### config.mk
export PLATFORM = sky130hd
export DESIGN_NAME = dmem_arbiter
export DESIGN_NICKNAME = d
export VERILOG_FILES = /design/src/rtl/dmem_arbiter.sv
export SDC_FILE = /design/constraint.sdc
export NUM_CORES = 1
export LEC_CHECK = 0
export ABC_AREA = 1
export CAP_MARGIN = 20
export CORE_ASPECT_RATIO = 0.8
export CORE_MARGIN = 2
export CORE_UTILIZATION = 25
export DETAILED_ROUTE_END_ITERATION = 16
export SLEW_MARGIN = 40
export SYNTH_ARGS = -nofsm -noshare
export SYNTH_HDL_FRONTEND = slang
export SYNTH_SLANG_ARGS = --single-unit
### constraint.sdc
create_clock -name clk_i -period 4.1 [get_ports clk_i]
set_clock_uncertainty 0.2 [all_clocks]
set_input_delay 1.23 -clock clk_i [delete_from_list [all_inputs] [get_ports clk_i]]
set_output_delay 1.23 -clock clk_i [all_outputs]
set_load 0.02 [all_outputs]
### src/rtl/dmem_arbiter.sv
// rtl/dmem_arbiter.sv - two-port arbiter in front of the single-port data memory
//
// Shares dmemory4x8 between port 0 (CPU MEM stage) and port 1 (DMA/UART loader).
// Each access walks IDLE -> ISSUE -> RESP; ack is registered at the end of RESP.
//
// Parameters:
//   ADR_W     memory byte-address width
//   DAT_W     data width
//   MAX_WAIT  lost arbitrations before port 1 is forced a grant (1..15)
//
// Ports:
//   clk_i, rst_n_i             clock (rising edge), async active-low reset
//   pN_req_i/wen_i/width_i/    requester N access (held until pN_ack_o)
//   pN_sign_i/adr_i/dat_i
//   pN_ack_o/rdat_o/err_o      one-cycle completion, load data, error flag
//   p0_stall_o                 CPU pipeline stall (p0_req_i & ~p0_ack_o)
//   ram_*_o                    memory control/address/write data
//   ram_dat_i, ram_bit_error_i memory read data and error, valid the cycle after issue
//
// Optional feature macro: DMEM_ARB_STARVE_EN (port-1 starvation override).
module dmem_arbiter #(
  parameter int ADR_W    = 16,
  parameter int DAT_W    = 32,
  parameter int MAX_WAIT = 4
) (
  input  logic             clk_i,
  input  logic             rst_n_i,
  input  logic             p0_req_i,
  input  logic             p0_wen_i,
  input  logic [1:0]       p0_width_i,
  input  logic             p0_sign_i,
  input  logic [ADR_W-1:0] p0_adr_i,
  input  logic [DAT_W-1:0] p0_dat_i,
  output logic             p0_ack_o,
  output logic [DAT_W-1:0] p0_rdat_o,
  output logic             p0_err_o,
  output logic             p0_stall_o,
  input  logic             p1_req_i,
  input  logic             p1_wen_i,
  input  logic [1:0]       p1_width_i,
  input  logic             p1_sign_i,
  input  logic [ADR_W-1:0] p1_adr_i,
  input  logic [DAT_W-1:0] p1_dat_i,
  output logic             p1_ack_o,
  output logic [DAT_W-1:0] p1_rdat_o,
  output logic             p1_err_o,
  output logic             ram_wen_o,
  output logic [1:0]       ram_dat_width_o,
  output logic             ram_sign_o,
  output logic [ADR_W-1:0] ram_adr_o,
  output logic [DAT_W-1:0] ram_dat_o,
  input  logic [DAT_W-1:0] ram_dat_i,
  input  logic             ram_bit_error_i
);

  typedef enum logic [1:0] {
    IDLE  = 2'd0,
    ISSUE = 2'd1,
    RESP  = 2'd2
  } state_t;

  state_t state, state_nxt;

  logic             owner;
  logic             lat_wen;
  logic [1:0]       lat_width;
  logic             lat_sign;
  logic [ADR_W-1:0] lat_adr;
  logic [DAT_W-1:0] lat_dat;

  logic any_req;
  logic grant_p1;

  assign any_req = p0_req_i | p1_req_i;

`ifdef DMEM_ARB_STARVE_EN
  logic [3:0] wait_cnt;
  logic       starved;

  assign starved  = (wait_cnt >= 4'(MAX_WAIT));
  assign grant_p1 = p1_req_i & (~p0_req_i | starved);

  // Counts IDLE arbitrations that port 1 lost to port 0; any idle period
  // of port 1 or a port-1 grant restarts the count.
  always_ff @(posedge clk_i or negedge rst_n_i) begin
    if (!rst_n_i) begin
      wait_cnt <= 4'd0;
    end else if (!p1_req_i) begin
      wait_cnt <= 4'd0;
    end else if (state == IDLE) begin
      if (grant_p1) begin
        wait_cnt <= 4'd0;
      end else if (wait_cnt != 4'hf) begin
        wait_cnt <= wait_cnt + 4'd1;
      end
    end
  end
`else
  assign grant_p1 = p1_req_i & ~p0_req_i;
`endif

  always_comb begin
    state_nxt = state;
    case (state)
      IDLE:    if (any_req) state_nxt = ISSUE;
      ISSUE:   state_nxt = RESP;
      RESP:    state_nxt = IDLE;
      default: state_nxt = IDLE;
    endcase
  end

  always_ff @(posedge clk_i or negedge rst_n_i) begin
    if (!rst_n_i) begin
      state     <= IDLE;
      owner     <= 1'b0;
      lat_wen   <= 1'b0;
      lat_width <= 2'd0;
      lat_sign  <= 1'b0;
      lat_adr   <= '0;
      lat_dat   <= '0;
      p0_ack_o  <= 1'b0;
      p0_rdat_o <= '0;
      p0_err_o  <= 1'b0;
      p1_ack_o  <= 1'b0;
      p1_rdat_o <= '0;
      p1_err_o  <= 1'b0;
    end else begin
      state    <= state_nxt;
      p0_ack_o <= 1'b0;
      p1_ack_o <= 1'b0;

      // The winner's request fields are frozen here so that later changes
      // by the requester cannot disturb the access in flight.
      if (state == IDLE && any_req) begin
        owner     <= grant_p1;
        lat_wen   <= grant_p1 ? p1_wen_i   : p0_wen_i;
        lat_width <= grant_p1 ? p1_width_i : p0_width_i;
        lat_sign  <= grant_p1 ? p1_sign_i  : p0_sign_i;
        lat_adr   <= grant_p1 ? p1_adr_i   : p0_adr_i;
        lat_dat   <= grant_p1 ? p1_dat_i   : p0_dat_i;
      end

      // Stores leave rdat untouched; error is relayed for both kinds.
      if (state == RESP) begin
        if (owner) begin
          p1_ack_o <= 1'b1;
          p1_err_o <= ram_bit_error_i;
          if (!lat_wen) p1_rdat_o <= ram_dat_i;
        end else begin
          p0_ack_o <= 1'b1;
          p0_err_o <= ram_bit_error_i;
          if (!lat_wen) p0_rdat_o <= ram_dat_i;
        end
      end
    end
  end

  // Memory side is quiet outside ISSUE; decoding from state makes an
  // asynchronous reset drop ram_wen_o without waiting for a clock.
  always_comb begin
    ram_wen_o       = 1'b0;
    ram_dat_width_o = 2'd0;
    ram_sign_o      = 1'b0;
    ram_adr_o       = '0;
    ram_dat_o       = '0;
    if (state == ISSUE) begin
      ram_wen_o       = lat_wen;
      ram_dat_width_o = lat_width;
      ram_sign_o      = lat_sign;
      ram_adr_o       = lat_adr;
      ram_dat_o       = lat_dat;
    end
  end

  assign p0_stall_o = p0_req_i & ~p0_ack_o;

endmodule

== After elaboration in Yosys (flattened, before gate mapping) ==
Cells that the tools add are included.

* Word-level logic and storage cells: 45
* Output and inout bits: 121
* Bits of input ports: 141
* Register bits after elaboration: 123

* Bitwise gates (word level): 7
* Equality and inequality tests: 3
* Mux-type cells: 16
* Reductions and logical operators: 6

{| class="wikitable"
|+ Operator list
! kind !! count
|-
| $mux 32 || 2
|-
| $mux 16 || 2
|-
| $mux 1 || 8
|-
| $mux 2 || 3
|-
| $reduce_and 3->1 || 2
|-
| $not 1->1 || 4
|-
| $pmux 2 s2 || 1
|-
| $reduce_and 2->1 || 2
|-
| $and 1x1->1 || 2
|-
| $eq 2x1->1 const B || 1
|-
| $eq 2x2->1 const B || 1
|-
| $logic_not 2->1 || 1
|-
| $ne 2x2->1 const B || 1
|-
| $logic_and 1x1->1 || 1
|-
| $or 1x1->1 || 1
|}

== Depth between registers and ports, before layout ==
Gate-level depths: netlist of the first run.

* Depth in word-level cells: 3
* Mapped depth: 7
* Gate-level depth less buffers: 6

== Worst setup path after synthesis of the first run ==
No wires, ideal clock.

* Path type: input-to-output
* From: input p0_req_i
* To: output p0_stall_o
* Arrival: 1.734 ns
* Setup slack: 0.936 ns
* Data required time: 2.670 ns
* Stages on the path: 3
* Path buffers: 1
* Path through: inv_2 buf_2 nor2_1

* Word-level cells in the longest chain between the ends: 1

{| class="wikitable"
|+ Ends and longest elaborated chain
! item !! line !! RTL
|-
| start, declared || 28 || <nowiki>input logic p0_req_i,</nowiki>
|-
| $and 1x1->1 || 175 || <nowiki>assign p0_stall_o = p0_req_i & ~p0_ack_o;</nowiki>
|-
| end, declared || 37 || <nowiki>output logic p0_stall_o,</nowiki>
|}

Every way passes these cells.

== Worst setup path after layout of the first run ==
Ends and elaborated chain as after synthesis.

==> reports/metrics.yaml, run 1 <==
routabilityCongestion: 0.783
grt_setup_unrepaired: "no"
h-tree-depth: 4
synth_seq_cells: 123
period_minus_slack_ps: 4020
power.density_nw_per_um2: 741
outcome: "completed"
clk_path_buf_depth: 2
synth_area_leaders: "dfrtp_1, nand2_1, nand3_1"
top_layer_used: "met5"
met1Wirelength_mm: 9.01
yosysTopAreaCell: "dfrtp_1"
insertion_delay_ps: 410
min_path_cells: 2
setup_viol: 0
cts_setup_buffers: 0
syn_avg_cell_area_um2: 7.37
p_total_mw: 7.00
synth_top_area_frac: 0.516
path_max_fanout: 2
drt_pre_antenna_iters: 4
fmax_mhz: 249
cp_data_arrival_time_ps: 2590
antenna_cells: 0
preCtsSetupSlack_ps: 73.5
hold_path_end: "p1_rdat_o[13]"
ant_nets: 0
clk_pin_slew_ps: 60
slowest_delay_ps: 630
place_area_um2: 8810
ys_warn_count: 0
rrSetupSlack_ps: 2040
grt_pass1_vias: 5608
drtIter0Drc: 327
viasPerCell: 4.26
tightest_slew_ps: 737
design_area_um2: 9450
setup_slack_ps: 80.3
worstPathCellList: "clkdlybuf4s50_1 -> inv_2 -> nor2_1 -> clkdlybuf4s50_1"
fp.dieW_um: 177
drv_slew: 0
min_path_type: "register to register"
r2r-start: "lat_wen"
die-area_um2: 25100
worstPathRequired_ps: 2670
critical_path_class: "primary input to output pin"
wl_met3_mm: 1.67
slew_headroom: 0.507
p_leak_nw: 4.71
core_area_um2: 23400
numPortBuffers: 261
report.final.hold_viol_count: 0
cts_tree: "done"
clock-sinks: 123
ys_seq_area_frac: 0.516
grt_antenna_before_repair: 1
reg2regPathDepth: 6
track_usage: 0.155
crit_top_cell: "clkdlybuf4s50_1"
vias: 5893
drive_gt1_frac: 0.0561
cpMaxStageDelayCell: "clkdlybuf4s50_1"
grt_max_degree: 60
cts_root_buffer: "clkbuf_16"
fin_util: 0.404
start_util: 0.255
grt_pass1_wl_mm: 30.4
n_fill_cell: 2440
io_pins: 262
reg2reg_to: "p0_rdat_o[17]"
final_nets: 1198
period_share: 0.980
placementRows: 50
postCtsHoldBufs: 0
die_h_um: 142
cts_resized: 0
synth_cell_types: 17
wl_per_cell_um: 14.2
grt-ovfl-total: 0
start_kind: "primary input"
cp_top_family: "buffers and inverters"
synth_fp_nets: 951
end_kind: "output pin"
wl_mm: 19.6
netlist_instances: 810
syn2layout_area_growth_pct: 58.4
met2_wirelength_mm: 8.70
hold_start: "p1_rdat_o[13]"
cap_violations: 0
max-vdd-ir-drop_mv: 0.271
fin_setup_tns_ps: 0
dpl.hpwl_mm: 13.7
cts_made_buffers: 17
path_buf_inv: 3
syn_area_um2: 5970
drc: 0
==> flip-flops by register name (all words and copies together) (netlist names), 2 cells and up <==
register,cells
p0_rdat_o,32
lat_dat,32
lat_width,2
state,2
p1_rdat_o,32
lat_adr,16
==> area by class of cell <==
| cell class | count | area [um^2] | share of cell area |
|---|---|---|---|
| timing repair buffer | 278 | 2780 | 0.294 |
| clock inverter | 13 | 168 | 0.0177 |
| sequential | 123 | 3080 | 0.326 |
| clock buffer | 19 | 443 | 0.0469 |
| inverter | 60 | 225 | 0.0238 |
| multi-input combinational | 577 | 2370 | 0.250 |
| tap | 312 | 390 | 0.0413 |
==> cell usage after synthesis <==
| library cell | count |
|---|---|
| buf_2 | 30 |
| buf_4 | 11 |
| buf_6 | 5 |
| clkbuf_1 | 4 |
| dfrtp_1 | 123 |
| inv_1 | 57 |
| inv_2 | 3 |
| nand2_1 | 396 |
| nand2_2 | 1 |
| nand3_1 | 117 |
| nor2_1 | 55 |
| nor2_2 | 2 |
| nor2_4 | 1 |
| nor2_8 | 1 |
| o21ai_0 | 1 |
| o21ai_1 | 2 |
| o21ai_4 | 1 |
==> cells by family (layout without fill, tap and decap cells) <==
| family | count (synthesis) | in the layout | synth area share |
|---|---|---|---|
| and+or+nand+nor | 573 | 573 | 0.390 |
| DFF | 123 | 123 | 0.516 |
| AOI/OAI and AO/OA | 4 | 4 | 0.00524 |
| buffers and inverters | 110 | 370 | 0.0887 |
==> tightest hold or removal path, stage by stage, from the launching register on <==
cell and delay, ps:
dfrtp_1 340, nand2_1 50, nand2_1 50
==> routing by layer <==
layer  up-vias  track usage
met3        16       0.0564
met2       208        0.246
li1       2970            -
met1      2697        0.199
met4         2       0.0435
met5         -            0
==> power breakdown <==
part	internal, mW	switching [mW]
Sequential	1.81	0.326
Clock	0.978	0.585
Combinational	1.39	1.92
Total	4.17	2.83
==> how the worst max path moves through the flow <==
stage | slack (ps) | depth (start not counted) | endpoint | start
after global routing | 70 | 4 | p0_stall_o | p0_req_i
final | 80 | 4 | p0_stall_o | p0_req_i
after CTS | 70 | 4 | p0_stall_o | p0_req_i
after global placement | 50 | 4 | p0_stall_o | p0_req_i
after floorplan | 940 | 3 | p0_stall_o | p0_req_i
after detailed placement | 70 | 4 | p0_stall_o | p0_req_i
==> cell usage in the layout, fill, tap and decap left out <==
cell type / instances
buf_2: 1
buf_12: 2
dfrtp_1: 123
nand2_2: 2
nor2_4: 2
clkinvlp_4: 2
buf_4: 14
bufinv_16: 3
clkbuf_16: 18
o21ai_1: 2
clkdlybuf4s50_1: 259
nor2_2: 1
clkinv_2: 2
nand2_1: 395
nand3_1: 117
o21ai_4: 1
inv_1: 57
inv_2: 3
o21ai_0: 1
nor2_8: 1
clkbuf_1: 1
nor2_1: 55
clkbuf_8: 1
buf_6: 1
clkinv_4: 4
inv_6: 2
==> through the flow <==
step	cells	hold slack [ps]
finish	1382	269
global route	1382	290
CTS	1381	272
detailed placement	1349	257
global placement	1349	253
floorplan	810	249
Power figures use the tool's default switching activity.
==> inputs of run 2 (changes only) <==
Settings changed: GPL_TIMING_DRIVEN set to 0, PLACE_DENSITY set to 0.63, SKIP_CTS_REPAIR_TIMING set to 1.
==> run 2 against run 1 <==
Setup slack improved by 82 ps. Die area stayed put. Combinational power up 2%. Largest cell class unchanged. Sequential share of layout area is 0.47 points lower. Fmax rose by 2.1%. Cell count is 2.5% higher. Global-route usage grew 0.71 points. Largest power group unchanged.
==> reports/metrics.yaml, run 2 (synthesized netlist as in run 1, its figures left out) <==
wl_mm: 20.2  # was 19.6 mm
final_common_cell: "nand2_1"  # unchanged
clk_pin_slew_ps: 60  # about the same
min_path_type: "register to register"  # unchanged
fmax_mhz: 254  # was 249 MHz
design_area_um2: 9590  # was 9450 um^2
report.final.hold_viol_count: 0  # unchanged
fp.dieW_um: 177  # unchanged
grt_pass1_wl_mm: 31.6  # was 30.4 mm
start_util: 0.255  # unchanged
preCtsSetupSlack_ps: -245  # was 73.5 ps
track_usage: 0.162  # was 0.155
dpl.hpwl_mm: 15.4  # was 13.7 mm
h-tree-depth: 4  # unchanged
clk_path_buf_depth: 2  # unchanged
antenna_cells: 0  # unchanged
rrSetupSlack_ps: 2460  # was 2040 ps
wl_per_cell_um: 14.3  # was 14.2 um
slew_headroom: 0.692  # was 0.507
fin_setup_tns_ps: 0  # unchanged
io_pins: 262  # unchanged
setup_slack_ps: 162  # was 80.3 ps
drc: 0  # unchanged
syn2layout_area_growth_pct: 60.7  # was 58.4%
final_cell_mix: "nand2_1, clkdlybuf4s50_1, dfrtp_1, nand3_1, inv_1"  # unchanged
setup_viol: 0  # unchanged
final_nets: 1233  # was 1198
hold_ws_ps: 270  # was 269 ps
drv_slew: 0  # unchanged
p_total_mw: 6.95  # was 7.00 mW
path_max_fanout: 10  # was 2
cts_root_buffer: "clkbuf_16"  # unchanged
ant_nets: 0  # unchanged
insertion_delay_ps: 410  # about the same
crit_end: "p0_stall_o"  # unchanged
die-area_um2: 25100  # unchanged
place_area_um2: 9030  # was 8810 um^2
routabilityCongestion: 0.866  # was 0.783
die_h_um: 142  # unchanged
cts_tree: "done"  # unchanged
core_area_um2: 23400  # unchanged
r2r-start: "lat_wen"  # unchanged
power.density_nw_per_um2: 725  # was 741 nW/um^2
p_leak_nw: 4.82  # was 4.71 nW
reg2regPathDepth: 5  # was 6
outcome: "completed"  # unchanged
period_minus_slack_ps: 3940  # was 4020 ps
grt_max_degree: 66  # was 60
cp_data_arrival_time_ps: 2510  # was 2590 ps
grt_antenna_before_repair: 0  # was 1
clock-sinks: 123  # unchanged
numPortBuffers: 261  # unchanged
start_kind: "primary input"  # unchanged
top_regs: "lat_dat: 32 flops, p0_rdat_o: 32 flops, p1_rdat_o: 32 flops"  # unchanged
end_kind: "output pin"  # unchanged
grt_pass1_vias: 5903  # was 5608
critical_path_class: "primary input to output pin"  # unchanged
period_share: 0.960  # was 0.980
cap_violations: 0  # unchanged
drive_gt1_frac: 0.0814  # was 0.0561
worstPathRequired_ps: 2670  # about the same
tightest_slew_ps: 462  # was 737 ps
reg2reg_to: "p0_rdat_o[19]"  # was p0_rdat_o[17]
vias: 6080  # was 5893
drt_pre_antenna_iters: 5  # was 4
crit_start: "p0_req_i"  # unchanged
drtIter0Drc: 367  # was 327
grt-ovfl-total: 0  # unchanged
grt_setup_unrepaired: "no"  # unchanged
max-vdd-ir-drop_mv: 0.245  # was 0.271 mV
viasPerCell: 4.29  # was 4.26
placementRows: 50  # unchanged
cts_made_buffers: 17  # unchanged
-- run 2: cell types whose count changed in the layout (fill, tap and decap cells not counted), sizes merged --
| cell | previous run | this run |
|---|---|---|
| clkinv | 6 | 3 |
| dlymetal6s2s | 0 | 1 |
| clkinvlp | 2 | 3 |
| bufinv | 3 | 0 |
| buf | 18 | 49 |
| clkbuf | 20 | 21 |
| inv | 62 | 69 |
-- run 2: worst min-delay path by stage --
stage	slack, ps	from	depth (start not counted)	to
global placement	250	p0_rdat_o[25]	2	p0_rdat_o[25]
detailed placement	260	p0_rdat_o[22]	2	p0_rdat_o[22]
global route	280	p1_rdat_o[4]	2	p1_rdat_o[4]
floorplan	250	lat_adr[0]	2	lat_adr[0]
CTS	270	p0_rdat_o[22]	2	p0_rdat_o[22]
finish	270	p0_rdat_o[25]	2	p0_rdat_o[25]
-- run 2: worst max-delay path: stages --
cell             delay (ps)
clkdlybuf4s50_1         490
inv_2                   260
buf_2                   270
nor2_1                   50
dlymetal6s2s_1          200
-- run 2: power by group --
part | internal (mW) | total (mW) | leakage, nW | switching (mW)
clock network | 0.797 | 1.44 | 0.267 | 0.643
logic | 1.45 | 3.38 | 3.04 | 1.93
registers | 1.81 | 2.13 | 1.51 | 0.321
total | 4.05 | 6.95 | 4.82 | 2.90
-- run 2: cell type report --
cell class | count | area [um^2]
fill | 2449 | 13800
sequential | 123 | 3080
timing repair buffer | 263 | 2680
multi-input combinational | 577 | 2360
clock buffer | 17 | 425
tap | 312 | 390
buffer | 50 | 304
inverter | 60 | 225
clock inverter | 15 | 131
-- run 2: layer usage --
metal / vias to the layer above / track usage / share of wire
met2: 236 / 0.263 / 0.45
met5: - / 0 / 0
met4: 0 / 0.0505 / 0.016
met3: 21 / 0.0580 / 0.10
li1: 3045 / - / -
met1: 2778 / 0.202 / 0.43
-- run 2: through the flow --
step	util	cells
4_1_cts	0.410	1417
5_1_grt	0.410	1417
3_5_place_dp	0.386	1385
6_report	0.410	1417
3_3_place_gp	0.383	1383
2_1_floorplan	-	810
==> inputs of run 3 (changes only) <==
Settings changed: CTS_BUF_LIST set to sky130_fd_sc_hd__clkbuf_8 sky130_fd_sc_hd__clkbuf_16.
==> results of run 3 <==
Same layout as run 2: the final DEF is identical, and so are final timing and power.
